[src/rtl/axi_lite_reg_bridge_if.sv]
// rtl/axi_lite_reg_bridge_if.sv - AXI4-Lite slave channels plus register request bus
interface axi_lite_reg_bridge_if #(
    parameter int ADDR_WIDTH = 32,
    parameter int DATA_WIDTH = 32
);
    localparam int STRB_WIDTH = DATA_WIDTH / 8;

    logic [ADDR_WIDTH-1:0] aw_addr_i;
    logic                  aw_valid_i;
    logic                  aw_ready_o;
    logic [DATA_WIDTH-1:0] w_data_i;
    logic [STRB_WIDTH-1:0] w_strb_i;
    logic                  w_valid_i;
    logic                  w_ready_o;
    logic [1:0]            b_resp_o;
    logic                  b_valid_o;
    logic                  b_ready_i;
    logic [ADDR_WIDTH-1:0] ar_addr_i;
    logic                  ar_valid_i;
    logic                  ar_ready_o;
    logic [DATA_WIDTH-1:0] r_data_o;
    logic [1:0]            r_resp_o;
    logic                  r_valid_o;
    logic                  r_ready_i;
    logic                  reg_valid_o;
    logic                  reg_ready_i;
    logic                  reg_write_o;
    logic [ADDR_WIDTH-1:0] reg_addr_o;
    logic [DATA_WIDTH-1:0] reg_wdata_o;
    logic [STRB_WIDTH-1:0] reg_wstrb_o;
    logic [DATA_WIDTH-1:0] reg_rdata_i;
    logic                  reg_error_i;

    // Bridge view: AXI slave on one side, register request master on the other
    modport slave (
        input  aw_addr_i, aw_valid_i, w_data_i, w_strb_i, w_valid_i, b_ready_i,
        input  ar_addr_i, ar_valid_i, r_ready_i, reg_ready_i, reg_rdata_i, reg_error_i,
        output aw_ready_o, w_ready_o, b_resp_o, b_valid_o, ar_ready_o,
        output r_data_o, r_resp_o, r_valid_o,
        output reg_valid_o, reg_write_o, reg_addr_o, reg_wdata_o, reg_wstrb_o
    );

    // Environment view: AXI master plus register file
    modport master (
        output aw_addr_i, aw_valid_i, w_data_i, w_strb_i, w_valid_i, b_ready_i,
        output ar_addr_i, ar_valid_i, r_ready_i, reg_ready_i, reg_rdata_i, reg_error_i,
        input  aw_ready_o, w_ready_o, b_resp_o, b_valid_o, ar_ready_o,
        input  r_data_o, r_resp_o, r_valid_o,
        input  reg_valid_o, reg_write_o, reg_addr_o, reg_wdata_o, reg_wstrb_o
    );
endinterface

[src/rtl/axi_lite_reg_bridge.sv]
// rtl/axi_lite_reg_bridge.sv - AXI4-Lite to single-outstanding register bus bridge
module axi_lite_reg_bridge #(
    parameter int ADDR_WIDTH = 32,
    parameter int DATA_WIDTH = 32
) (
    input  logic                  clk_i,
    input  logic                  rst_i,
    axi_lite_reg_bridge_if.slave  bus
);
    localparam logic [1:0] S_IDLE  = 2'd0;
    localparam logic [1:0] S_REQ   = 2'd1;
    localparam logic [1:0] S_WRESP = 2'd2;
    localparam logic [1:0] S_RRESP = 2'd3;

    localparam logic PRIO_WRITE = 1'b0;
    localparam logic PRIO_READ  = 1'b1;

    localparam logic [1:0] RESP_OKAY   = 2'b00;
    localparam logic [1:0] RESP_SLVERR = 2'b10;

    logic [1:0] state;
    logic       prio;
    logic       wr_elig;
    logic       rd_elig;
    logic       grant_wr;
    logic       grant_rd;

    // Round-robin arbitration between a complete AW+W pair and an AR; only in IDLE
    always_comb begin
        wr_elig  = bus.aw_valid_i & bus.w_valid_i;
        rd_elig  = bus.ar_valid_i;
        grant_wr = 1'b0;
        grant_rd = 1'b0;
        if (!rst_i && state == S_IDLE) begin
            grant_wr = wr_elig & (!rd_elig | (prio == PRIO_WRITE));
            grant_rd = rd_elig & (!wr_elig | (prio == PRIO_READ));
        end
    end

    assign bus.aw_ready_o = grant_wr;
    assign bus.w_ready_o  = grant_wr;
    assign bus.ar_ready_o = grant_rd;

    // Transaction FSM: accept, issue register request, return AXI response
    always_ff @(posedge clk_i) begin
        if (rst_i) begin
            state           <= S_IDLE;
            prio            <= PRIO_WRITE;
            bus.reg_valid_o <= 1'b0;
            bus.reg_write_o <= 1'b0;
            bus.reg_addr_o  <= '0;
            bus.reg_wdata_o <= '0;
            bus.reg_wstrb_o <= '0;
            bus.b_valid_o   <= 1'b0;
            bus.b_resp_o    <= RESP_OKAY;
            bus.r_valid_o   <= 1'b0;
            bus.r_data_o    <= '0;
            bus.r_resp_o    <= RESP_OKAY;
        end else begin
            case (state)
                S_IDLE: begin
                    if (grant_wr) begin
                        prio            <= PRIO_READ;
                        bus.reg_valid_o <= 1'b1;
                        bus.reg_write_o <= 1'b1;
                        bus.reg_addr_o  <= bus.aw_addr_i;
                        bus.reg_wdata_o <= bus.w_data_i;
                        bus.reg_wstrb_o <= bus.w_strb_i;
                        state           <= S_REQ;
                    end else if (grant_rd) begin
                        prio            <= PRIO_WRITE;
                        bus.reg_valid_o <= 1'b1;
                        bus.reg_write_o <= 1'b0;
                        bus.reg_addr_o  <= bus.ar_addr_i;
                        bus.reg_wdata_o <= '0;
                        bus.reg_wstrb_o <= '0;
                        state           <= S_REQ;
                    end
                end
                S_REQ: begin
                    // Request fields stay frozen until the register side completes
                    if (bus.reg_ready_i) begin
                        bus.reg_valid_o <= 1'b0;
                        if (bus.reg_write_o) begin
                            bus.b_valid_o <= 1'b1;
                            bus.b_resp_o  <= bus.reg_error_i ? RESP_SLVERR : RESP_OKAY;
                            state         <= S_WRESP;
                        end else begin
                            bus.r_valid_o <= 1'b1;
                            bus.r_data_o  <= bus.reg_rdata_i;
                            bus.r_resp_o  <= bus.reg_error_i ? RESP_SLVERR : RESP_OKAY;
                            state         <= S_RRESP;
                        end
                    end
                end
                S_WRESP: begin
                    if (bus.b_ready_i) begin
                        bus.b_valid_o <= 1'b0;
                        state         <= S_IDLE;
                    end
                end
                S_RRESP: begin
                    if (bus.r_ready_i) begin
                        bus.r_valid_o <= 1'b0;
                        state         <= S_IDLE;
                    end
                end
                default: state <= S_IDLE;
            endcase
        end
    end
endmodule

[src/flat_wrapper.sv]
// flat-port wrapper written by rule: the top's interface ports become plain ports
module axi_lite_reg_bridge_flat 
#(
    parameter int ADDR_WIDTH = 32,
    parameter int DATA_WIDTH = 32
)
  (clk_i, rst_i, bus_aw_addr_i, bus_aw_valid_i, bus_w_data_i, bus_w_strb_i, bus_w_valid_i, bus_b_ready_i, bus_ar_addr_i, bus_ar_valid_i, bus_r_ready_i, bus_reg_ready_i, bus_reg_rdata_i, bus_reg_error_i, bus_aw_ready_o, bus_w_ready_o, bus_b_resp_o, bus_b_valid_o, bus_ar_ready_o, bus_r_data_o, bus_r_resp_o, bus_r_valid_o, bus_reg_valid_o, bus_reg_write_o, bus_reg_addr_o, bus_reg_wdata_o, bus_reg_wstrb_o);
  axi_lite_reg_bridge_if #(.ADDR_WIDTH(ADDR_WIDTH), .DATA_WIDTH(DATA_WIDTH)) bus_i ();
  input  logic clk_i;
  input  logic rst_i;
  input wire logic [$bits(bus_i.aw_addr_i)-1:0] bus_aw_addr_i;
  input wire logic [$bits(bus_i.aw_valid_i)-1:0] bus_aw_valid_i;
  input wire logic [$bits(bus_i.w_data_i)-1:0] bus_w_data_i;
  input wire logic [$bits(bus_i.w_strb_i)-1:0] bus_w_strb_i;
  input wire logic [$bits(bus_i.w_valid_i)-1:0] bus_w_valid_i;
  input wire logic [$bits(bus_i.b_ready_i)-1:0] bus_b_ready_i;
  input wire logic [$bits(bus_i.ar_addr_i)-1:0] bus_ar_addr_i;
  input wire logic [$bits(bus_i.ar_valid_i)-1:0] bus_ar_valid_i;
  input wire logic [$bits(bus_i.r_ready_i)-1:0] bus_r_ready_i;
  input wire logic [$bits(bus_i.reg_ready_i)-1:0] bus_reg_ready_i;
  input wire logic [$bits(bus_i.reg_rdata_i)-1:0] bus_reg_rdata_i;
  input wire logic [$bits(bus_i.reg_error_i)-1:0] bus_reg_error_i;
  output wire logic [$bits(bus_i.aw_ready_o)-1:0] bus_aw_ready_o;
  output wire logic [$bits(bus_i.w_ready_o)-1:0] bus_w_ready_o;
  output wire logic [$bits(bus_i.b_resp_o)-1:0] bus_b_resp_o;
  output wire logic [$bits(bus_i.b_valid_o)-1:0] bus_b_valid_o;
  output wire logic [$bits(bus_i.ar_ready_o)-1:0] bus_ar_ready_o;
  output wire logic [$bits(bus_i.r_data_o)-1:0] bus_r_data_o;
  output wire logic [$bits(bus_i.r_resp_o)-1:0] bus_r_resp_o;
  output wire logic [$bits(bus_i.r_valid_o)-1:0] bus_r_valid_o;
  output wire logic [$bits(bus_i.reg_valid_o)-1:0] bus_reg_valid_o;
  output wire logic [$bits(bus_i.reg_write_o)-1:0] bus_reg_write_o;
  output wire logic [$bits(bus_i.reg_addr_o)-1:0] bus_reg_addr_o;
  output wire logic [$bits(bus_i.reg_wdata_o)-1:0] bus_reg_wdata_o;
  output wire logic [$bits(bus_i.reg_wstrb_o)-1:0] bus_reg_wstrb_o;
  assign bus_i.aw_addr_i = bus_aw_addr_i;
  assign bus_i.aw_valid_i = bus_aw_valid_i;
  assign bus_i.w_data_i = bus_w_data_i;
  assign bus_i.w_strb_i = bus_w_strb_i;
  assign bus_i.w_valid_i = bus_w_valid_i;
  assign bus_i.b_ready_i = bus_b_ready_i;
  assign bus_i.ar_addr_i = bus_ar_addr_i;
  assign bus_i.ar_valid_i = bus_ar_valid_i;
  assign bus_i.r_ready_i = bus_r_ready_i;
  assign bus_i.reg_ready_i = bus_reg_ready_i;
  assign bus_i.reg_rdata_i = bus_reg_rdata_i;
  assign bus_i.reg_error_i = bus_reg_error_i;
  assign bus_aw_ready_o = bus_i.aw_ready_o;
  assign bus_w_ready_o = bus_i.w_ready_o;
  assign bus_b_resp_o = bus_i.b_resp_o;
  assign bus_b_valid_o = bus_i.b_valid_o;
  assign bus_ar_ready_o = bus_i.ar_ready_o;
  assign bus_r_data_o = bus_i.r_data_o;
  assign bus_r_resp_o = bus_i.r_resp_o;
  assign bus_r_valid_o = bus_i.r_valid_o;
  assign bus_reg_valid_o = bus_i.reg_valid_o;
  assign bus_reg_write_o = bus_i.reg_write_o;
  assign bus_reg_addr_o = bus_i.reg_addr_o;
  assign bus_reg_wdata_o = bus_i.reg_wdata_o;
  assign bus_reg_wstrb_o = bus_i.reg_wstrb_o;
  axi_lite_reg_bridge #(.ADDR_WIDTH(ADDR_WIDTH), .DATA_WIDTH(DATA_WIDTH)) u_core (.clk_i(clk_i), .rst_i(rst_i), .bus(bus_i));
endmodule
[config.mk]
export PLATFORM = sky130hd
export DESIGN_NAME = axi_lite_reg_bridge_flat
export DESIGN_NICKNAME = d
export VERILOG_FILES = /design/src/rtl/axi_lite_reg_bridge_if.sv /design/src/rtl/axi_lite_reg_bridge.sv /design/src/flat_wrapper.sv
export SDC_FILE = /design/constraint.sdc
export NUM_CORES = 1
export LEC_CHECK = 0
export CAP_MARGIN = 10
export CORE_ASPECT_RATIO = 1.2
export CORE_MARGIN = 2
export CORE_UTILIZATION = 42
export DETAILED_ROUTE_END_ITERATION = 8
export HOLD_SLACK_MARGIN = 0.02
export PLACE_DENSITY = 0.86
export SYNTH_ARGS = -nofsm -noshare
export SYNTH_HDL_FRONTEND = slang
export SYNTH_SLANG_ARGS = --single-unit
[constraint.sdc]
create_clock -name clk_i -period 5.7 [get_ports clk_i]
set_input_delay 1.71 -clock clk_i [delete_from_list [all_inputs] [get_ports clk_i]]
set_output_delay 1.71 -clock clk_i [all_outputs]
set_load 0.02 [all_outputs]
==> qor.csv, run 1 <==
stage;metric;value;unit
status;status;finished, final reports clean;
power;Internal;1.33;mW
power;Sequential Power Share;44.7;%
floorplan;core area;10600;um^2
layout;fill cell count;844;
global_route;number of global-route vias before repair;4985;
layout;ant diodes;0;
place;placed insts;871;
timing;post-route minimum period;5.13;ns
hold_path;Hold WC Path Type;reg2reg;
layout;register area;2160;um^2
global_route;first-pass GRT wire length;24.5;mm
clock_network;Longest Clk Path Bufs;2;
floorplan;Die Ht;118;um
critical_path;worst flop-to-flop path startpoint;u_core.state[1];
layout;area delta synth->final;59.3;%
critical_path;CP max FO;5;
synth;dominant cells by area after synthesis;dfxtp_1 (47%), a21oi_1 (12%), o21ai_0 (7.5%);
floorplan;Std-Cell Rows;41;
run;max cap viols;0;
power;power per cell area;254;nW/um^2
global_route;Overall Global Routing Usage;25.4;%
place;Area after DPL;6940;um^2
power;switch share;27.7;%
synth;sequential fraction of the synthesis area;47.4;%
synth;Mapped Area;4560;um^2
clock_network;CTS root buffer;clkbuf_16;
routing;Post-DRT Antenna Nets;0;
floorplan;initial core utilization;43.1;%
critical_path;Critical Path AT;3.42;ns
critical_path;Startpoint Class;input port;
timing;final-report hold violation count;0;
timing;TNS Setup;0;ns
routing;routed len/inst;17.5;um
routing;drt drc;0;
clock_network;CTS tree;done;
floorplan;die area;11700;um^2
critical_path;CP delay by family, top;buffers and inverters;
routing;via density per instance;5.76;
critical_path;Critical Path RT;3.99;ns
synth;top-area cell type share of the netlist area;47.4;%
layout;share of cells above drive strength 1;4.74;%
timing;Fmax;195;MHz
timing;Final setup viols;0;
global_route;initial antenna violation count;0;
synth;Synth async-reset ratio;0;%
hold_path;WHS Endpoint;u_core.bus.r_data_o[9];
routing;DRT Pass-1 Iters;4;
critical_path;RR Endpoint;u_core.bus.reg_addr_o[7];
clock_network;Gates resized, CTS repair;0;
power;Psw;509;uW
timing;RSZ-0062 raised after global routing;false;
synth;flop and latch count out of synthesis;108;
place;hpwl dp;10.6;mm
timing;Final Cycle Share;90.0;%
critical_path;WS Path Type;in2out;
synth;most common cell in the netlist;dfxtp_1;
clock_network;post-CTS setup buffers;0;
clock_network;# H-tree levels;3;
critical_path;critical-path cell list;clkdlybuf4s50_1, and2_2, nor3_2, clkdlybuf4s50_1;
hold_path;hold wc startpoint;u_core.bus.r_data_o[9];
critical_path;R2R cell count;4;
synth;Mapped Cells;550;
synth;Yosys top cell by area;dfxtp_1;
layout;nets;895;
floorplan;Top Ports;252;
timing;Slew headroom;30.3;%
clock_network;clk sinks;108;
global_route;largest net degree at the start of global routing;82;
synth;Post-synth EDFFs;0;
routing;routed vias;5114;
synth;Synthesis Warnings;0;
timing;Max Slew Vio Count;0;
synth;most common flop cell mapped by yosys;dfxtp_1;
clock_network;CTS Buf Count;9;
timing;worst slew pin tran;1.05;ns
synth;Avg Inst Size Synth;8.29;um^2
critical_path;cell mode on critical path;clkdlybuf4s50_1;
critical_path;CP max stage delay;0.67;ns
power;leakage power;2.41;nW
critical_path;CP endpoint kind;output port;
synth;library cells used by synthesis;37;
place;Port Buffers;249;
synth;Synth top cells by count;dfxtp_1 (108), a21oi_1 (106), nand2_1 (74), o21ai_0 (68), nand4_1 (36);
floorplan;Chip Width;99.1;um
hold_path;Worst Hold Path Cells;2;
critical_path;Crit-path slowest cell;clkdlybuf4s50_1;
critical_path;r2r setup slk;3.67;ns
critical_path;Worst Path Buf+Inv;2;
routing;initial drt markers;259;
clock_network;Worst-path clk slew;0.07;ns
clock_network;latest clock arrival within the worst-skew pair;0.34;ns
global_route;Congestion Overflow GR;0;
timing;worst clock skew;0.0104;ns
layout;fin cells;888;
place;routability cong.;0.846;
layout;Finished Cell Area;7260;um^2
routing;Routed WL;15.5;mm
clock_network;Post-CTS Hold Buffers;0;
layout;Multi-input gate area;2050;um^2
power;Comb pwr share;22.1;%
power;VDD IR max;135;uV
power;power share of the clock group;33.2;%
-- cell families (layout without fill, tap and decap cells) --
kind of cell | count (synthesis) | in the layout | synth area share (%)
flip-flops | 108 | 108 | 47.4
other | 1 | 2 | 0.0823
multiplexers | 1 | 1 | 0.220
buffers and inverters | 70 | 278 | 8.29
AO/OA/AOI/OAI | 214 | 214 | 26.6
AND/OR/NAND/NOR | 156 | 156 | 17.3
-- metal layers --
metal | GRT usage (%) | vias to the layer above | share of wire [%]
li1 | - | 2400 | -
met5 | 0 | - | 0
met3 | 6.77 | 34 | 10
met2 | 44.4 | 291 | 50
met4 | 9.76 | 0 | 2.5
met1 | 29.2 | 2389 | 38
-- worst max path at each step --
stage / from / endpoint / slack, ns / cells past startpoint
global route: bus_ar_valid_i / bus_w_ready_o / 0.53 / 4
floorplan: rst_i / bus_w_ready_o / 1.03 / 5
finish: bus_ar_valid_i / bus_w_ready_o / 0.57 / 4
global placement: bus_ar_valid_i / bus_w_ready_o / 0.64 / 4
CTS: bus_ar_valid_i / bus_w_ready_o / 0.59 / 4
detailed placement: bus_ar_valid_i / bus_w_ready_o / 0.61 / 4
-- flip-flops by register name, summed over array words and instances (netlist names), 2 cells and up --
register	cells
u_core.bus.r_data_o	32
u_core.state	2
u_core.bus.reg_addr_o	32
u_core.bus.reg_wstrb_o	4
u_core.bus.reg_wdata_o	32
-- tightest hold or removal path: cells and delay by family, from the launching register on --
kind / cells / cell delay [ns]
flops: 1 / 0.31
simple gates: 1 / 0.05
compound gates: 1 / 0.05
-- cell usage in the layout, fill, tap and decap left out, drive strengths merged --
master,netlist,routed
nand2,74,74
nand4,36,36
and3b,1,1
clkdlybuf4s50,0,248
a31oi,1,1
clkbuf,30,12
clkinv,0,2
o21a,1,1
nand3,33,33
nor4bb,1,1
nor2,2,2
nor3,2,2
and2,2,2
nand4bb,1,1
clkinvlp,0,2
nand2b,1,1
conb,1,2
o21bai,1,1
a2111oi,1,1
inv,3,3
nand3b,1,1
mux2i,1,1
or3,1,1
o21ai,68,68
a31o,1,1
a211oi,1,1
a311oi,32,32
a21oi,107,107
nand4b,1,1
dfxtp,108,108
a21o,1,1
buf,37,11
-- power groups by stage --
stage / Sequential [mW] / Combinational, mW / Clock (mW)
2_1_floorplan: 0.882 / 0.155 / 0
3_3_place_gp: 0.838 / 0.394 / 0
3_5_place_dp: 0.839 / 0.401 / 0
4_1_cts: 0.823 / 0.403 / 0.621
5_1_grt: 0.828 / 0.435 / 0.648
6_report: 0.823 / 0.406 / 0.611
-- through the flow --
stage	power [mW]	setup slack [ns]	hold WS (ns)	utilization, %
after detailed placement	1.24	0.607	0.447	65.7
after global routing	1.91	0.527	0.482	68.7
after floorplan	1.04	1.03	0.533	-
after CTS	1.85	0.588	0.457	68.5
after global placement	1.23	0.644	0.441	65.7
final	1.84	0.569	0.456	68.7
-- area by class of cell --
cell class / instances / area share, %
Timing Repair Buffer: 259 / 35.5
Sequential cell: 108 / 29.8
Multi-Input combinational cell: 373 / 28.2
Clock buffer: 12 / 3.67
Tap cell: 129 / 2.22
Clock inverter: 4 / 0.448
Inverter: 3 / 0.155
Note: power is estimated with default switching activity, not from simulation.
==> run 2, diff against run 1 <==
CTS_BUF_LIST = sky130_fd_sc_hd__clkbuf_8 sky130_fd_sc_hd__clkbuf_16   (was unset)
SETUP_SLACK_MARGIN = 0.05   (was unset)
==> results of run 2 <==
The final DEF is identical to that of run 1; final timing and power are the same.
